<file path="config.mk">
export PLATFORM = sky130hd
export DESIGN_NAME = mem_port_arbiter
export DESIGN_NICKNAME = d
export VERILOG_FILES = /design/src/rtl/mem_port_arbiter.sv
export SDC_FILE = /design/constraint.sdc
export NUM_CORES = 1
export LEC_CHECK = 0
export ABC_AREA = 0
export BUFFER_PORTS_ARGS = -buffer_cell sky130_fd_sc_hd__buf_2
export CAP_MARGIN = 30
export CORE_UTILIZATION = 25
export CTS_CLUSTER_DIAMETER = 40
export DETAILED_ROUTE_END_ITERATION = 7
export GPL_TIMING_DRIVEN = 0
export HOLD_SLACK_MARGIN = 0.15
export SETUP_SLACK_MARGIN = 0.3
export SLEW_MARGIN = 10
export SYNTH_ARGS = -nofsm -noshare
export SYNTH_HDL_FRONTEND = slang
export SYNTH_SLANG_ARGS = --single-unit
</file>
<file path="constraint.sdc">
create_clock -name clk -period 4.7 [get_ports clk]
set_input_delay 0 -clock clk [delete_from_list [all_inputs] [get_ports clk]]
set_output_delay 0 -clock clk [all_outputs]
set_load 0.05 [all_outputs]
</file>
<file path="src/rtl/mem_port_arbiter.sv">
`default_nettype none
// ============================================================================
// Module   : mem_port_arbiter
// Purpose  : Shares one memory port between the instruction-fetch (IF) and
//            load/store (LS) requesters of a pipelined RV32 core. One access
//            is granted at a time. The granted request fields are registered
//            toward memory and held until mem_valid. The completion is
//            returned as a registered one-cycle pulse with read data. stall is
//            raised while an LS access is open.
// Option   : `define ARB_TIMEOUT_EN enables the busy-cycle watchdog. It
//            aborts an access after TIMEOUT_CYCLES busy cycles without
//            mem_valid.
// Ports    : clk        clock, rising edge
//            rst        synchronous reset, active-low
//            if_req     fetch request, held until if_valid
//            if_addr    fetch address
//            if_valid   one-cycle fetch completion pulse
//            if_rdata   fetched instruction, valid with if_valid
//            ls_req     load/store request, held until ls_valid
//            ls_we_re   1 = store, 0 = load
//            ls_mask    byte enables
//            ls_addr    data address
//            ls_wdata   store data
//            ls_valid   one-cycle load/store completion pulse
//            ls_rdata   load data, valid with ls_valid
//            mem_req    memory request, held until mem_valid
//            mem_we_re  memory write enable
//            mem_mask   memory byte enables
//            mem_addr   memory address
//            mem_wdata  memory write data
//            mem_rdata  memory read data, valid with mem_valid
//            mem_valid  memory completion, one cycle
//            stall      ls_req && !ls_valid
//            err        watchdog abort pulse (0 without ARB_TIMEOUT_EN)
// Revision : 1.0 - initial release
// ============================================================================
module mem_port_arbiter #(
  parameter int MAX_LS_BURST   = 4,
  parameter int TIMEOUT_CYCLES = 255
) (
  input  logic        clk,
  input  logic        rst,
  input  logic        if_req,
  input  logic [31:0] if_addr,
  output logic        if_valid,
  output logic [31:0] if_rdata,
  input  logic        ls_req,
  input  logic        ls_we_re,
  input  logic [3:0]  ls_mask,
  input  logic [31:0] ls_addr,
  input  logic [31:0] ls_wdata,
  output logic        ls_valid,
  output logic [31:0] ls_rdata,
  output logic        mem_req,
  output logic        mem_we_re,
  output logic [3:0]  mem_mask,
  output logic [31:0] mem_addr,
  output logic [31:0] mem_wdata,
  input  logic [31:0] mem_rdata,
  input  logic        mem_valid,
  output logic        stall,
  output logic        err
);

  localparam logic [1:0] ST_IDLE    = 2'd0;
  localparam logic [1:0] ST_IF_BUSY = 2'd1;
  localparam logic [1:0] ST_LS_BUSY = 2'd2;

  localparam int               CNT_W   = $clog2(MAX_LS_BURST + 1);
  localparam logic [CNT_W-1:0] CNT_MAX = CNT_W'(MAX_LS_BURST);

  // Instruction returned on a watchdog abort of a fetch (addi x0,x0,0).
  localparam logic [31:0] NOP_INSN = 32'h0000_0013;

  logic [1:0]       state;
  logic [1:0]       state_nxt;
  logic [CNT_W-1:0] ls_cnt;
  logic             grant_if;
  logic             grant_ls;
  logic             busy;
  logic             complete;
  logic             timeout;

  // Elaboration-time sanity check of the configuration.
  if (MAX_LS_BURST < 1 || TIMEOUT_CYCLES < 1) begin : g_param_check
    $error("mem_port_arbiter: MAX_LS_BURST and TIMEOUT_CYCLES must be >= 1");
  end

  // --------------------------------------------------------------------------
  // FSM: state register
  // --------------------------------------------------------------------------
  always_ff @(posedge clk) begin
    if (!rst) begin
      state <= ST_IDLE;
    end else begin
      state <= state_nxt;
    end
  end

  // --------------------------------------------------------------------------
  // FSM: next-state logic
  // --------------------------------------------------------------------------
  always_comb begin
    state_nxt = state;
    case (state)
      ST_IDLE: begin
        if (grant_ls) begin
          state_nxt = ST_LS_BUSY;
        end else if (grant_if) begin
          state_nxt = ST_IF_BUSY;
        end
      end
      ST_IF_BUSY, ST_LS_BUSY: begin
        if (mem_valid || timeout) begin
          state_nxt = ST_IDLE;
        end
      end
      default: state_nxt = ST_IDLE;
    endcase
  end

  // --------------------------------------------------------------------------
  // FSM: output / grant logic
  // A grant is held off while a completion pulse is out. The requester that
  // just completed still shows its request in that cycle, so granting then
  // would issue a duplicate access.
  // --------------------------------------------------------------------------
  always_comb begin
    grant_if = 1'b0;
    grant_ls = 1'b0;
    if (state == ST_IDLE && !if_valid && !ls_valid) begin
      if (if_req && (!ls_req || ls_cnt == CNT_MAX)) begin
        grant_if = 1'b1;
      end else if (ls_req) begin
        grant_ls = 1'b1;
      end
    end
  end

  assign busy     = (state != ST_IDLE);
  assign complete = busy && (mem_valid || timeout);
  assign stall    = ls_req && !ls_valid;

  // --------------------------------------------------------------------------
  // LS burst counter: counts LS grants taken while a fetch is waiting. The
  // fetch is forced through when the counter reaches MAX_LS_BURST.
  // --------------------------------------------------------------------------
  always_ff @(posedge clk) begin
    if (!rst) begin
      ls_cnt <= '0;
    end else if (!if_req || grant_if) begin
      ls_cnt <= '0;
    end else if (grant_ls && ls_cnt != CNT_MAX) begin
      ls_cnt <= ls_cnt + CNT_W'(1);
    end
  end

  // --------------------------------------------------------------------------
  // Busy watchdog
  // --------------------------------------------------------------------------
`ifdef ARB_TIMEOUT_EN
  localparam int              TO_W    = $clog2(TIMEOUT_CYCLES + 1);
  localparam logic [TO_W-1:0] TO_LAST = TO_W'(TIMEOUT_CYCLES - 1);

  logic [TO_W-1:0] to_cnt;

  // to_cnt holds the number of busy cycles already elapsed. The abort
  // therefore fires at the end of the TIMEOUT_CYCLES-th busy cycle.
  always_ff @(posedge clk) begin
    if (!rst) begin
      to_cnt <= '0;
    end else if (!busy || mem_valid || timeout) begin
      to_cnt <= '0;
    end else begin
      to_cnt <= to_cnt + TO_W'(1);
    end
  end

  assign timeout = busy && !mem_valid && (to_cnt == TO_LAST);

  always_ff @(posedge clk) begin
    if (!rst) begin
      err <= 1'b0;
    end else begin
      err <= timeout;
    end
  end
`else
  assign timeout = 1'b0;
  assign err     = 1'b0;
`endif

  // --------------------------------------------------------------------------
  // Memory-side request registers and requester-side response registers
  // --------------------------------------------------------------------------
  always_ff @(posedge clk) begin
    if (!rst) begin
      mem_req   <= 1'b0;
      mem_we_re <= 1'b0;
      mem_mask  <= 4'h0;
      mem_addr  <= 32'h0;
      mem_wdata <= 32'h0;
      if_valid  <= 1'b0;
      if_rdata  <= 32'h0;
      ls_valid  <= 1'b0;
      ls_rdata  <= 32'h0;
    end else begin
      if_valid <= 1'b0;
      ls_valid <= 1'b0;
      if (grant_if) begin
        mem_req   <= 1'b1;
        mem_we_re <= 1'b0;
        mem_mask  <= 4'hF;
        mem_addr  <= if_addr;
        mem_wdata <= 32'h0;
      end else if (grant_ls) begin
        mem_req   <= 1'b1;
        mem_we_re <= ls_we_re;
        mem_mask  <= ls_mask;
        mem_addr  <= ls_addr;
        mem_wdata <= ls_wdata;
      end else if (complete) begin
        mem_req <= 1'b0;
        if (state == ST_IF_BUSY) begin
          if_valid <= 1'b1;
          if_rdata <= timeout ? NOP_INSN : mem_rdata;
        end else begin
          // Stores and aborted accesses carry no read data.
          ls_valid <= 1'b1;
          ls_rdata <= (mem_we_re || timeout) ? 32'h0 : mem_rdata;
        end
      end
    end
  end

endmodule
`default_nettype wire
</file>
# After elaboration in Yosys (flattened, before gate mapping)
# Cells that the tools add are included.
[totals]
ff_bits = 141
output_inout_bits = 138
[op_classes]
add_sub_neg = 1
n_eq_ne = 6
mux = 19
n_bitwise = 5
reduce_logical = 23
[op_table]
columns = ["cell", "count"]
rows = [
  ["32-bit two-way mux", 3],
  ["1-bit two-way mux", 10],
  ["4-bit two-way mux", 2],
  ["4-bit AND reduction", 2],
  ["1-bit logical AND", 6],
  ["2-bit two-way mux", 3],
  ["3-bit != test (second input constant)", 2],
  ["2-bit OR reduction", 3],
  ["1-bit NOT", 5],
  ["1-bit logical NOT", 4],
  ["2-bit case mux with 2 select lines", 1],
  ["2-bit nonzero test", 2],
  ["4-bit OR reduction", 1],
  ["3-bit by 1-bit adder with 3-bit output (second input constant)", 1],
  ["3-bit == test (second input constant)", 1],
  ["3-bit nonzero test", 1],
  ["2-bit by 1-bit == test with 1-bit output (second input constant)", 1],
  ["2-bit == test (second input constant)", 1],
  ["2-bit logical NOT", 1],
  ["1-bit logical OR", 2],
  ["2-bit != test (second input constant)", 1],
  ["2-bit AND reduction", 1],
]

# Logic depth before layout (Yosys ltp)
# Gate-level depths: netlist (run 1).
[logic_depth]
depth_word = 8
mapped_depth = 8
depth_no_buf = 5

# Least setup slack after synthesis (run 1)
# OpenSTA, ideal clock, no wires.
[synth_path]
path_type = "reg-to-reg"
start = "reg state[0]"
end = "reg state[0]"
setup_time_ps = 118
arrival_ps = 1687
t_required_ps = 4582
path_slack_ps = 2896
path_stages_with_launch = 7
cell_sequence = "dfxtp_1 > inv_1 > ha_1 > or3b_1 > buf_2 > or4_4 > o2111a_1"
[synth_via]
elab_chain_len = 6
word_cells_on_any_way = 13
[synth_lines]
columns = ["element", "line", "rtl"]
rows = [
  ["from (decl)", "75", "logic [1:0] state;"],
  ["from (signal assigned)", "96", "state <= state_nxt;"],
  ["2-bit logical NOT", "105, 131", ""],
  ["1-bit logical AND (2 in series)", "131", "if (state == ST_IDLE && !if_valid && !ls_valid) begin"],
  ["1-bit two-way mux", "131", ""],
  ["2-bit two-way mux or 3-bit != test (tied branches)", "n/a", ""],
  ["2-bit case mux with 2 select lines or 2-bit AND reduction (tied branches)", "n/a", ""],
]
# Parallel ways exist; a longest one is shown, timed or not.
# A chain may end at the register's enable or synchronous reset.

# Worst setup path after layout (run 1)
[layout_path]
start = "reg state[0]"
end = "reg mem_we_re"
[layout_via]
elab_chain_len = 5
word_cells_on_any_way = 6
[layout_lines]
columns = ["element", "line", "rtl"]
rows = [
  ["2-bit logical NOT *", "131", ""],
  ["1-bit logical AND * (2 in series)", "131", ""],
  ["1-bit two-way mux", "131", ""],
  ["2-bit OR reduction (no source line)", "n/a", ""],
  ["to (signal assigned)", "218", "mem_we_re <= ls_we_re;"],
  ["to (decl)", "55", "output logic mem_we_re,"],
]
# Mark *: on every way between the ends. The rest lies on a longest branch, timed or not.

==> results.json, run 1 <==
{
  "run_status": "completed",
  "drv_slew": 0,
  "dp_cells": 1179,
  "synth_compound_area_share_pct": 21.0,
  "hold_class": "in -> reg",
  "area_growth_pct": 67.3,
  "die_x_microns": 152,
  "grt_pass1_vias": 6620,
  "syn_avg_cell_area_sq_um": 8.93,
  "io_buffers": 272,
  "cp_cell_sequence": "inv_1 -> ha_1 -> nor3b_2 -> clkbuf_1 -> nand4_1 -> dlygate4sd3_1 -> a21oi_1 -> dlygate4sd3_1",
  "syn-num-nets": 769,
  "synthSimpleGateAreaFrac_pct": 21.4,
  "yosysMostFrequentCell": "dfxtp_1",
  "placeableCoreArea_sq_mm": 0.0219,
  "synth_fa_ha_area_share_pct": 0.894,
  "synth_cells": 627,
  "htree_levels": 4,
  "p_per_area_mw_per_mm2": 422,
  "synth_cell_types": 40,
  "cts_made_buffers": 17,
  "slew_headroom_pct": 52.3,
  "cts.sinks": 141,
  "fmax_mhz": 303,
  "yosysSeqAreaShare_pct": 50.4,
  "grt_setup_unrepaired": "false",
  "critical-path-top-delay-family": "buffers and inverters",
  "muxShareOfSynthArea_pct": 0,
  "synthArstFlopShare_pct": 0,
  "num-nets-final": 1207,
  "cp-end-kind": "flip-flop",
  "ctsHoldBuffers": 147,
  "worstMarginPinSlew_ns": 0.713,
  "crit_top_cell": "dlygate4sd3_1",
  "hpwlAfterDp_microns": 15700,
  "die_h_microns": 152,
  "setup_viol": 0,
  "cp.buffers_inverters": 4,
  "crit_path_max_incr_delay_ns": 0.64,
  "dr.pass1.iters": 4,
  "grt_max_degree": 17,
  "grtUsageTotal_pct": 19.7,
  "drv_cap": 0,
  "cts-root-buf": "clkbuf_16",
  "skew_ns": 0.0164,
  "seq_area_sq_mm": 0.00282,
  "power.total_mw": 3.95,
  "routabilityCongestion": 0.779,
  "io_pins": 276,
  "synth_xor_area_share_pct": 0,
  "vias_per_cell": 4.98,
  "cts_tree": "yes",
  "required_ns": 5.06,
  "yosys.area.top_type": "dfxtp_1",
  "die_area_sq_mm": 0.0230,
  "final_util_pct": 42.8,
  "tns_ns": 0,
  "multi_input_area_sq_mm": 0.00243,
  "synth_ff_type": "dfxtp_1",
  "critPathLaunchType": "flip-flop",
  "synth_top_family_by_area": "simple AND/OR/NAND/NOR gates",
  "rrSetupSlack_ns": 1.40,
  "insertion_delay_ns": 0.43,
  "ant_nets": 0,
  "post-route-period-util_pct": 70.2,
  "antenna_found_initial": 0,
  "critical_path_class": "reg -> reg",
  "start_util_pct": 25.6,
  "post_cts_resized": 0,
  "synth-edff-count": 0,
  "synth.top_cells.by_area": "dfxtp_1 (50%), nor4_1 (11%), a21oi_1 (9.0%)",
  "num_rows": 54,
  "clk_pin_slew_worst_paths_ns": 0.07,
  "min_period_ns": 3.30,
  "clk_path_buf_depth": 2,
  "stdcell_count": 1359,
  "yosysTopAreaCellShare_pct": 50.4,
  "wire_per_inst_microns": 17.0,
  "final_hold_viol_count": 0,
  "leakage_nw": 4.14,
  "vdd_ir_drop_max_v": 0.000203,
  "grt_overflow": 0,
  "syn_area_sq_mm": 0.00560,
  "drc": 0,
  "cp_max_fo": 10,
  "dr_total_vias": 6762,
  "placed_area_sq_mm": 0.00731,
  "post-cts-setup-buffers": 0,
  "wirelength_microns": 23200,
  "synth_seq_cells": 141,
  "final_area_sq_mm": 0.00937,
  "synth-warning-count": 0,
  "synth_common_cells": "dfxtp_1 (141), a21oi_1 (101), nor4_1 (96), nand2_1 (69), clkbuf_1 (52)",
  "crit_arrival_ns": 3.66,
  "first_iter_violations": 320,
  "layout.filler_cells": 2204,
  "grt_first_pass_wirelength_microns": 34800,
  "crit_path_top_delay_cell": "nor3b_2",
  "drive_gt1_share_pct": 31.0
}
==> cells in the final DEF (no fill, tap or decap), drive strengths merged, types with 3 or more instances in the layout <==
cell type,synthesis,routed
nor2,3,3
buf,24,296
dfxtp,141,141
o221a,4,4
nand3,5,5
nand2,69,69
nor4,97,97
a21oi,101,101
clkbuf,52,69
a22o,32,32
o31ai,34,34
dlygate4sd3,0,147
nand4,33,33
inv,6,11
clkinv,2,10
ha,4,4
==> cell families after synthesis <==
kind of cell / Yosys count
and+or+nand+nor: 218
AOI/OAI and AO/OA: 179
DFF: 141
buffers and inverters: 84
adders and majority gates: 4
other: 1
==> power by group <==
group | total [mW] | internal, mW | switching (mW) | leakage, nW
Clock | 1.34 | 0.748 | 0.587 | 0.286
Combinational | 1.25 | 0.409 | 0.837 | 2.70
Sequential | 1.37 | 1.31 | 0.0634 | 1.15
==> worst paths after layout <==
check | start | end | cells past startpoint
setup reg to reg | state[0] | mem_we_re | 8
hold / removal | ls_req | mem_wdata[30] | 4
hold reg to reg | if_rdata[24] | if_rdata[24] | 2
setup / recovery | state[0] | mem_we_re | 8
==> sequential cells by signal, summed over array words and instances, names as in the netlist <==
| register | flops |
|---|---|
| if_valid | 1 |
| state | 2 |
| mem_we_re | 1 |
| if_rdata | 32 |
| mem_req | 1 |
| mem_mask | 4 |
| ls_cnt | 3 |
| ls_rdata | 32 |
| mem_wdata | 32 |
| ls_valid | 1 |
| mem_addr | 32 |
==> routing by layer <==
metal	GRT usage [%]	up-vias	part of all wire [%]
met4	6.58	0	1.8
met2	33.6	265	47
li1	-	3250	-
met3	5.18	32	7.2
met5	0	-	0
met1	23.8	3215	44
==> through the flow <==
step | setup WS [ns] | hold slack (ns)
2_1_floorplan | 2.90 | 0.125
3_3_place_gp | 2.41 | 0.227
3_5_place_dp | 2.37 | 0.229
4_1_cts | 1.49 | 0.237
5_1_grt | 1.16 | 0.297
6_report | 1.40 | 0.261
==> worst min-delay path: stages <==
cell      delay, ns
buf_2          0.18
clkbuf_1       0.26
nand4_1        0.15
a21oi_1        0.05
==> layout make-up <==
type	count	area share, %
Clock inverter	15	1.70
Tap cell	280	3.74
Multi-Input combinational cell	402	25.9
Buffer	76	3.39
Sequential cell	141	30.1
Antenna cell	1	0.0267
Inverter	8	0.321
Clock buffer	17	4.54
Timing Repair Buffer	419	30.2
(Power assumes the default switching activity.)
==> inputs of run 2 (changes only) <==
==> constraint.sdc (replaced) <==
create_clock -name clk -period 3.1 [get_ports clk]
set_input_delay 0 -clock clk [delete_from_list [all_inputs] [get_ports clk]]
set_output_delay 0 -clock clk [all_outputs]
set_load 0.05 [all_outputs]
==> run 2 against run 1 <==
Critical path depth is 1 higher; global-route usage decreased by 0.070 points; largest power group unchanged; clock power up 51%; highest routed layer unchanged; sequential power increased by 52%; die area stayed put; worst setup slack got worse by 1.0 ns; worst hold slack lost 0.0010 ns; flip-flop and latch count is the same; first-iteration DRC count is 6.6% higher; critical endpoint is now mem_addr[23].
==> results.json, run 2 (synthesized netlist as in run 1, its figures left out) <==
{
  "final_common_cell": "buf_2",
  "htree_levels": 4,
  "worstMarginPinSlew_ns": 0.716,
  "power.total_mw": 6.00,
  "cts-root-buf": "clkbuf_16",
  "clk_pin_slew_worst_paths_ns": 0.07,
  "cts.sinks": 141,
  "num-nets-final": 1205,
  "crit_path_top_delay_cell": "dlygate4sd3_1",
  "dp_cells": 1179,
  "drc": 0,
  "die_h_microns": 152,
  "p_per_area_mw_per_mm2": 639,
  "critPathLaunchType": "flip-flop",
  "fmax_mhz": 368,
  "worstHoldPathCells": 4,
  "routabilityCongestion": 0.779,
  "crit_top_cell": "nor4_1",
  "grt_pass1_vias": 6609,
  "skew_ns": 0.0169,
  "placeableCoreArea_sq_mm": 0.0219,
  "drv_cap": 0,
  "multi_input_area_sq_mm": 0.00246,
  "min_period_ns": 2.72,
  "leakage_nw": 4.15,
  "busiest_layer": "met2",
  "grt_util_met2_pct": 33.4,
  "first_iter_violations": 341,
  "ant_nets": 0,
  "reg2reg_depth": 9,
  "crit_path_max_incr_delay_ns": 0.57,
  "wire_per_inst_microns": 17.0,
  "tns_ns": 0,
  "area_growth_pct": 67.7,
  "io_buffers": 272,
  "cts_made_buffers": 17,
  "antenna_found_initial": 0,
  "vdd_ir_drop_max_v": 0.000309,
  "seq_area_sq_mm": 0.00282,
  "hold_slack_ns": 0.260,
  "layout.filler_cells": 2194,
  "hold_class": "in -> reg",
  "final_hold_viol_count": 0,
  "run_status": "completed",
  "post-route-period-util_pct": 87.6,
  "die_area_sq_mm": 0.0230,
  "hpwlAfterDp_microns": 15700,
  "cp_cell_sequence": "inv_1 -> ha_2 -> or3b_1 -> buf_2 -> buf_6 -> clkbuf_2 -> nor4_1 -> nor4_1 -> dlygate4sd3_1",
  "drive_gt1_share_pct": 32.2,
  "dr_total_vias": 6722,
  "crit_arrival_ns": 3.03,
  "vias_per_cell": 4.95,
  "io_pins": 276,
  "use_met1_pct": 23.8,
  "dr.pass1.iters": 5,
  "grt_setup_unrepaired": "true",
  "layout_common_cells": "buf_2 (289), dlygate4sd3_1 (144), dfxtp_1 (141)",
  "drv_slew": 0,
  "insertion_delay_ns": 0.43,
  "start_util_pct": 25.6,
  "cts_tree": "yes",
  "grt_max_degree": 17,
  "wirelength_microns": 23100,
  "slew_headroom_pct": 52.3,
  "cp-end-kind": "flip-flop",
  "cp_max_fo": 10,
  "grtUsageTotal_pct": 19.6,
  "stdcell_count": 1357,
  "grt_overflow": 0,
  "grt_use_met3_pct": 5.09,
  "grt_first_pass_wirelength_microns": 34700,
  "num_rows": 54,
  "required_ns": 3.41,
  "die_x_microns": 152,
  "critical_path_class": "reg -> reg",
  "clk_path_buf_depth": 2,
  "setup_viol": 0
}
[run 2: critical path: cells and delay by family (launching register included)]
kind / cells / cell delay, ns
buf+inv: 5 / 1.25
simple gates: 3 / 0.78
flops: 1 / 0.32
fa+ha+maj: 1 / 0.25
[run 2: timing repair]
| action | in CTS | in global routing |
|---|---|---|
| resized for setup | 0 | 16 |
| hold endpoints to repair | 140 | 0 |
| buffers inserted | 0 | 1 |
| endpoints found under the setup margin | 0 | 36 |
| hold buffers | 144 | 0 |
[run 2: stage by stage]
step | area [sq um] | setup slack (ns) | util [%]
3_3_place_gp | 7310 | 0.810 | 33.4
3_5_place_dp | 7310 | 0.771 | 33.4
5_1_grt | 9390 | 0.226 | 42.9
4_1_cts | 9340 | 0.333 | 42.6
2_1_floorplan | 5600 | 1.30 | -
6_report | 9390 | 0.384 | 42.9
[run 2: worst paths after layout]
path	endpoint	from	slack (ns)
hold reg to reg	if_rdata[24]	if_rdata[24]	0.45
setup reg to reg	mem_addr[23]	state[0]	0.38
setup / recovery	mem_addr[23]	state[0]	0.38
hold / removal	mem_wdata[30]	ls_req	0.26
[run 2: cell type report]
class,instances,area share (%)
sequential,141,30.1
timing repair buffer,417,29.9
multi-input combinational,402,26.2
clock buffer,17,4.53
tap,280,3.73
buffer,76,3.47
clock inverter,15,1.69
inverter,8,0.320
antenna,1,0.0267
[run 2: power by group]
group | total, mW | switching (mW) | leakage, nW | internal, mW
registers | 2.08 | 0.0971 | 1.15 | 1.99
clock network | 2.03 | 0.893 | 0.286 | 1.13
logic | 1.89 | 1.27 | 2.71 | 0.623
[run 2: layer usage]
layer	share of wire [%]	up-vias
met1	44	3156
li1	-	3240
met2	47	294
met4	1.8	0
met3	7.3	32
met5	0	-
